<file path="config.mk">
export PLATFORM = sky130hd
export DESIGN_NAME = theme_palette_ctrl
export DESIGN_NICKNAME = d
export VERILOG_FILES = /design/src/rtl/theme_pkg.sv /design/src/rtl/btn_debounce.sv /design/src/rtl/rgb565_lerp.sv /design/src/rtl/theme_palette_ctrl.sv
export SDC_FILE = /design/constraint.sdc
export NUM_CORES = 1
export LEC_CHECK = 0
export BUFFER_PORTS_ARGS = -buffer_cell sky130_fd_sc_hd__buf_2
export CAP_MARGIN = 10
export CELL_PAD_IN_SITES_DETAIL_PLACEMENT = 0
export CELL_PAD_IN_SITES_GLOBAL_PLACEMENT = 1
export CORE_ASPECT_RATIO = 2
export CORE_MARGIN = 3
export CORE_UTILIZATION = 56
export CTS_BUF_LIST = sky130_fd_sc_hd__clkbuf_4 sky130_fd_sc_hd__clkbuf_8
export DETAILED_ROUTE_END_ITERATION = 8
export MAX_ROUTING_LAYER = met4
export PLACE_DENSITY_LB_ADDON = 0.1
export SYNTH_ARGS = -nofsm -noshare
export SYNTH_HDL_FRONTEND = slang
export SYNTH_HIERARCHICAL = 1
export SYNTH_SLANG_ARGS = --single-unit
</file>
<file path="constraint.sdc">
create_clock -name clk -period 16.15 [get_ports clk]
set_clock_uncertainty 0.15 [all_clocks]
set_input_delay 0 -clock clk [delete_from_list [all_inputs] [get_ports clk]]
set_output_delay 0 -clock clk [all_outputs]
set_load 0.01 [all_outputs]
</file>
<file path="src/rtl/theme_pkg.sv">
// rtl/theme_pkg.sv - shared constants, colour ROM and channel helpers for the palette controller
package theme_pkg;

  localparam int IDX_W       = 4;
  localparam int MAX_THEMES  = 16;
  localparam int MAX_COLOURS = 8;

  // RGB565 channel layout
  localparam int R_OFF = 11;
  localparam int R_W   = 5;
  localparam int G_OFF = 5;
  localparam int G_W   = 6;
  localparam int B_OFF = 0;
  localparam int B_W   = 5;

  // Slot order per theme: background, low, medium, high, border, spare...
  localparam logic [15:0] THEME_ROM [MAX_THEMES][MAX_COLOURS] = '{
    '{16'h0000, 16'h07E0, 16'hFFE0, 16'hF800, 16'hFFFF, 16'h0000, 16'h0000, 16'h0000},
    '{16'hFFE0, 16'h001F, 16'h07FF, 16'hF81F, 16'h0000, 16'h0000, 16'h0000, 16'h0000},
    '{16'h3D19, 16'h31A6, 16'h632C, 16'hAD55, 16'h0000, 16'h0000, 16'h0000, 16'h0000},
    '{16'hFFFF, 16'h0000, 16'h7BEF, 16'hF800, 16'h001F, 16'h0000, 16'h0000, 16'h0000},
    '{default: 16'h0000}, '{default: 16'h0000}, '{default: 16'h0000}, '{default: 16'h0000},
    '{default: 16'h0000}, '{default: 16'h0000}, '{default: 16'h0000}, '{default: 16'h0000},
    '{default: 16'h0000}, '{default: 16'h0000}, '{default: 16'h0000}, '{default: 16'h0000}
  };

  // Channel index 0 = red, 1 = green, 2 = blue
  function automatic int chan_off(input int ch);
    return (ch == 0) ? R_OFF : (ch == 1) ? G_OFF : B_OFF;
  endfunction

  function automatic int chan_w(input int ch);
    return (ch == 0) ? R_W : (ch == 1) ? G_W : B_W;
  endfunction

endpackage

</file>
<file path="src/rtl/btn_debounce.sv">
// rtl/btn_debounce.sv - pushbutton synchroniser, stability filter and single-shot press request
module btn_debounce #(
  parameter int DEBOUNCE_CYCLES = 250000,
  localparam int CW = $clog2(DEBOUNCE_CYCLES + 1)
) (
  input  logic clk,
  input  logic rst_n,
  input  logic btn,
  output logic req
);

  logic [1:0]    sync;
  logic [CW-1:0] cnt;
  logic          pressed;
  logic          pressed_q;

  // Counter saturates at DEBOUNCE_CYCLES, so "pressed" holds for as long as the button does
  assign pressed = (cnt == CW'(DEBOUNCE_CYCLES));

  // Synchronise, count consecutive high samples, and emit one request per rising edge of pressed
  always_ff @(posedge clk or negedge rst_n) begin
    if (!rst_n) begin
      sync      <= '0;
      cnt       <= '0;
      pressed_q <= 1'b0;
      req       <= 1'b0;
    end else begin
      sync <= {sync[0], btn};
      if (!sync[1]) begin
        cnt <= '0;
      end else if (!pressed) begin
        cnt <= cnt + CW'(1);
      end
      pressed_q <= pressed;
      req       <= pressed & ~pressed_q;
    end
  end

endmodule

</file>
<file path="src/rtl/rgb565_lerp.sv">
// rtl/rgb565_lerp.sv - combinational per-channel linear blend of one RGB565 colour slot
module rgb565_lerp
  import theme_pkg::*;
#(
  parameter int FADE_STEPS = 16,
  localparam int SH = $clog2(FADE_STEPS),
  localparam int KW = SH + 1
) (
  input  logic [15:0]   s,
  input  logic [15:0]   t,
  input  logic [KW-1:0] k,
  output logic [15:0]   c
);

  // Intermediate holds +/-63 * FADE_STEPS plus sign; floor rounding keeps c between s and t
  localparam int IW = 8 + SH;

  for (genvar ch = 0; ch < 3; ch++) begin : g_chan
    localparam int OFF = chan_off(ch);
    localparam int W   = chan_w(ch);

    logic signed [IW-1:0] d;
    logic signed [IW-1:0] kk;
    logic        [W-1:0]  cc;

    // Blend one channel: s + ((t - s) * k) >>> log2(FADE_STEPS)
    always_comb begin
      d  = signed'(IW'(t[OFF +: W])) - signed'(IW'(s[OFF +: W]));
      kk = signed'(IW'(k));
      cc = W'(signed'(IW'(s[OFF +: W])) + ((d * kk) >>> SH));
    end

    assign c[OFF +: W] = cc;
  end

endmodule

</file>
<file path="src/rtl/theme_palette_ctrl.sv">
// rtl/theme_palette_ctrl.sv - theme selector with debounced buttons and crossfaded palette output
module theme_palette_ctrl
  import theme_pkg::*;
#(
  parameter int NUM_THEMES      = 4,
  parameter int NUM_COLOURS     = 5,
  parameter int DEBOUNCE_CYCLES = 250000,
  parameter int FADE_STEPS      = 16,
  parameter int STEP_DIV        = 65536
) (
  input  logic                     clk,
  input  logic                     rst_n,
  input  logic                     btn_next,
  input  logic                     btn_prev,
  input  logic                     sel_valid,
  input  logic [3:0]               sel_idx,
  output logic [3:0]               theme_idx,
  output logic                     busy,
  output logic [NUM_COLOURS*16-1:0] palette
);

  localparam int PW = NUM_COLOURS * 16;
  localparam int KW = $clog2(FADE_STEPS) + 1;
  localparam int SW = (STEP_DIV > 1) ? $clog2(STEP_DIV) : 1;

  typedef enum logic {IDLE, FADE} state_t;

  function automatic logic [PW-1:0] rom_palette(input logic [IDX_W-1:0] idx);
    logic [PW-1:0] p;
    p = '0;
    for (int i = 0; i < NUM_COLOURS; i++) begin
      p[16*i +: 16] = THEME_ROM[idx][i];
    end
    return p;
  endfunction

  state_t            state;
  logic [PW-1:0]     start_pal;
  logic [PW-1:0]     tgt_pal;
  logic [PW-1:0]     lerp_pal;
  logic [KW-1:0]     k;
  logic [KW-1:0]     k_next;
  logic [SW-1:0]     step_cnt;
  logic              next_req;
  logic              prev_req;
  logic              req_ok;
  logic [IDX_W-1:0]  target;

  btn_debounce #(.DEBOUNCE_CYCLES(DEBOUNCE_CYCLES)) u_db_next (
    .clk(clk), .rst_n(rst_n), .btn(btn_next), .req(next_req)
  );

  btn_debounce #(.DEBOUNCE_CYCLES(DEBOUNCE_CYCLES)) u_db_prev (
    .clk(clk), .rst_n(rst_n), .btn(btn_prev), .req(prev_req)
  );

  assign tgt_pal = rom_palette(theme_idx);
  assign k_next  = k + KW'(1);

  // Each slot always shows the blend for the step about to be taken
  for (genvar i = 0; i < NUM_COLOURS; i++) begin : g_slot
    rgb565_lerp #(.FADE_STEPS(FADE_STEPS)) u_lerp (
      .s(start_pal[16*i +: 16]),
      .t(tgt_pal[16*i +: 16]),
      .k(k_next),
      .c(lerp_pal[16*i +: 16])
    );
  end

  // Arbitrate: direct select wins, conflicting buttons cancel, no-op targets are dropped
  always_comb begin
    req_ok = 1'b0;
    target = theme_idx;
    if (sel_valid) begin
      if ({1'b0, sel_idx} < 5'(NUM_THEMES)) begin
        req_ok = 1'b1;
        target = sel_idx;
      end
    end else if (next_req ^ prev_req) begin
      req_ok = 1'b1;
      if (next_req) begin
        target = (theme_idx == IDX_W'(NUM_THEMES - 1)) ? '0 : theme_idx + IDX_W'(1);
      end else begin
        target = (theme_idx == '0) ? IDX_W'(NUM_THEMES - 1) : theme_idx - IDX_W'(1);
      end
    end
    if (target == theme_idx) begin
      req_ok = 1'b0;
    end
  end

  // Fade FSM: a new request (also mid-fade) restarts from whatever is on screen now
  always_ff @(posedge clk or negedge rst_n) begin
    if (!rst_n) begin
      state     <= IDLE;
      theme_idx <= '0;
      busy      <= 1'b0;
      palette   <= rom_palette('0);
      start_pal <= rom_palette('0);
      k         <= '0;
      step_cnt  <= '0;
    end else if (req_ok) begin
      theme_idx <= target;
      start_pal <= palette;
      k         <= '0;
      step_cnt  <= '0;
      busy      <= 1'b1;
      state     <= FADE;
    end else if (state == FADE) begin
      if (step_cnt == SW'(STEP_DIV - 1)) begin
        step_cnt <= '0;
        k        <= k_next;
        palette  <= lerp_pal;
        if (k_next == KW'(FADE_STEPS)) begin
          busy  <= 1'b0;
          state <= IDLE;
        end
      end else begin
        step_cnt <= step_cnt + SW'(1);
      end
    end
  end

endmodule

</file>
==> summary.txt <==
Outcome
  • Outcome: finished, final reports clean

Drt
  • Vias: 20800
  • Final ANT Viol Nets: 0
  • Residual DRC: 0
  • DRT Pass-1 Iters: 8
  • Initial DRC Count: 614
  • Vias/cell: 5.55
  • Avg WL per Cell: 17.8 um
  • Total Wirelength: 66600 um

Critical path
  • Bufs and invs on worst path: 3
  • Slowest stage delay, CP: 0.90 ns
  • Worst-path cell chain: nor2_1, and2_1, ha_1, nor2b_1, o211ai_1, a31oi_1, o21a_1, or3b_2, fa_1, inv_1, fa_1, inv_1, fa_1, inv_1, ha_1, o21ai_0, o21a_1, ha_1, o21ai_0, o21bai_1, a21oi_1, xnor2_1, xnor3_1, mux2_1
  • Critical Path RT: 16.46 ns
  • CP delay by family, top: adder cells
  • Largest fanout on the critical path: 15
  • Critical path startpoint category: flop
  • R2R Setup Slk: 8.44 ns
  • Crit path capture type: flop
  • Slowest CP cell: nor2_1
  • Critical path class: reg2reg
  • Worst Path Arrival: 8.03 ns

Final layout
  • FILL cells: 4483
  • Multi-input gate area: 20500 um^2
  • Layout cells sized above 1: 0.127
  • Post-route cell area: 30800 um^2
  • Layout area overhead: 8.32%
  • Reg area: 5880 um^2
  • NumNets Final: 3665

Logic synthesis
  • Asr flop ratio synth: 1.00
  • Synth unique cells: 75
  • Synth Instances: 2954
  • Yosys top cell area share: 0.179
  • Synth area leaders: fa_1, ha_1, dfrtp_1
  • Synth Cell Area: 28400 um^2
  • Post-synth top flop: dfrtp_1
  • Yosys reg bits: 231
  • Yosys warns: 6
  • Yosys top cell by area: fa_1
  • Post-synth EDFFs: 0
  • Seq/Total Area, Yosys: 0.207
  • Syn Area/Cell: 9.63 um^2

Placement
  • Number of port buffers: 93
  • Final HPWL DP: 50700 um
  • RePlAce Congestion: 0.867
  • Placement Cell Area: 29600 um^2

STA
  • Final Cycle Share: 0.478
  • Highest clock rate: 130 MHz
  • Worst-Margin Slew: 1.11 ns
  • Sum Neg Setup Slack: 0 ns
  • Relative slew slack: 0.259
  • Final Hold Vio Count: 0
  • RSZ-0062 raised after global routing: no
  • Crit path time final: 7.71 ns
  • Final setup violation count: 0
  • Slew Viols, Final: 0

Power and ir drop
  • Switching power: 0.00117 W
  • Sw frac: 0.418
  • Power Dens Cells: 90.6 nW/um^2
  • Sequential Power Share: 0.216
  • Power share of the clock group: 0.247
  • Combinational power share: 0.537
  • Max VDD drop: 0.0000704 V
  • Internal power: 0.00162 W
  • Lkg Pwr: 15.4 nW

Clock network
  • Worst skew pair latency: 0.62 ns
  • Worst-path clk slew: 0.06 ns
  • Post-CTS resize count: 0
  • CTS tree: done
  • H-Tree Depth: 2
  • CTS Buffer Depth: 3
  • Root Driver: clkbuf_8
  • Clock Sinks: 231
  • TritonCTS Buffers: 42

Global route
  • Total track usage: 0.265
  • Global-route wire length before repair: 112000 um
  • Largest net degree at the start of global routing: 75
  • Initial antenna violation count: 1
  • Overflow after GRT: 0
  • Number of global-route vias before repair: 23100

Floorplanning
  • Die Y: 325 um
  • Core footprint: 50100 um^2
  • Die area: 53700 um^2
  • Boundary Pins: 94
  • Starting Density: 0.568
  • Die W: 165 um
  • Site row count: 116

Min path
  • Worst hold path type: in2async

Flow run
  • Max cap viols: 0
[metal layers]
layer | global-route usage | vias up | share of wire
li1 | - | 9864 | -
met1 | 0.266 | 10500 | 0.36
met2 | 0.505 | 299 | 0.56
met3 | 0.0313 | 166 | 0.030
met4 | 0.108 | 0 | 0.047
met5 | - | - | 0
[timing repair]
item	CTS	global route
buffers inserted	0	0
hold buffers	16	0
endpoints found under the hold margin	117	0
[cell families after synthesis]
family                     after synthesis  share of synthesized area
and+or+nand+nor                        750                      0.149
adders and majority gates              590                      0.327
buffers and inverters                  552                     0.0762
AOI/OAI and AO/OA                      390                     0.0862
xor gates and xnor gates               274                     0.0897
DFF                                    231                      0.207
muxes                                  166                     0.0655
other                                    1                   0.000132
[worst reg2reg max path, stage by stage (launching register included)]
cell,delay (ns)
dfrtp_1,0.54
nor2_1,0.90
and2_1,0.56
ha_1,0.32
nor2b_1,0.14
o211ai_1,0.31
a31oi_1,0.17
o21a_1,0.23
or3b_2,0.49
fa_1,0.49
inv_1,0.05
fa_1,0.47
inv_1,0.05
fa_1,0.53
inv_1,0.04
ha_1,0.35
o21ai_0,0.14
o21a_1,0.19
ha_1,0.32
o21ai_0,0.10
o21bai_1,0.15
a21oi_1,0.10
xnor2_1,0.18
xnor3_1,0.33
mux2_1,0.29
[flip-flops by register name, summed over array words and instances (netlist names), 2 cells and up]
signal / count
u_db_prev/sync: 2
start_pal: 80
k: 5
palette: 80
u_db_next/sync: 2
u_db_next/cnt: 18
u_db_prev/cnt: 18
theme_idx: 4
step_cnt: 16
[cell usage in the layout, fill, tap and decap left out, types with 27 or more instances in the layout]
cell type,instances
xor2_1,68
a21o_1,65
dfrtp_1,155
xnor2_1,192
mux2_2,95
and2_1,261
ha_1,334
nand2_1,149
mux2_1,66
o21ai_0,64
inv_1,488
dfstp_2,76
nor2_1,73
a21oi_1,151
fa_1,255
buf_2,92
nor3_1,27
clkbuf_8,55
nor2b_1,58
nand3_1,36
[cell type report]
| class | count | share of cell area |
|---|---|---|
| Multi-Input combinational cell | 2176 | 0.665 |
| Timing Repair Buffer | 126 | 0.0253 |
| Tap cell | 649 | 0.0264 |
| Clock buffer | 64 | 0.0268 |
| Sequential cell | 231 | 0.191 |
| Antenna cell | 1 | 0.0000812 |
| Clock inverter | 12 | 0.00646 |
| Inverter | 489 | 0.0596 |
[final timing paths]
kind | from | to | cells after the start
min in group clk | u_db_prev/sync[0] | u_db_prev/sync[1] | 0
hold / removal | rst_n | palette[60] | 2
setup / recovery | theme_idx[3] | palette[58] | 24
setup reg to reg | theme_idx[3] | palette[58] | 24
max in group asynchronous | rst_n | palette[0] | 3
hold reg to reg | u_db_prev/sync[0] | u_db_prev/sync[1] | 0
[cells in the mapped netlist (all sizes together) (31+ instances only)]
cell type	number
inv	489
ha	335
and2	261
fa	255
xnor2	194
mux2	161
dfrtp	155
a21oi	151
nand2	149
dfstp	76
nor2	73
xor2	69
a21o	65
o21ai	64
nor2b	58
clkbuf	40
nand3	36
nor3	31
[power groups by stage]
| stage | clock network [W] | registers (W) | logic [W] |
|---|---|---|---|
| finish | 0.000689 | 0.000603 | 0.00150 |
| global route | 0.000740 | 0.000604 | 0.00172 |
| global placement | 0 | 0.000612 | 0.00145 |
| CTS | 0.000718 | 0.000602 | 0.00152 |
| detailed placement | 0 | 0.000612 | 0.00150 |
| floorplan | 0 | 0.000608 | 0.00115 |
[stage by stage]
stage / hold slack (ns) / cells / worst slack (ns) / total power (W) / utilization
floorplan: -0.446 / 2959 / 9.26 / 0.00176 / -
global placement: -0.0422 / 3655 / 8.55 / 0.00206 / 0.591
detailed placement: -0.0389 / 3655 / 8.44 / 0.00211 / 0.591
CTS: 0.144 / 3747 / 8.40 / 0.00284 / 0.615
global route: 0.206 / 3748 / 7.90 / 0.00306 / 0.615
finish: 0.189 / 3748 / 8.44 / 0.00279 / 0.615
No activity file was read; power rests on OpenSTA's default activity.
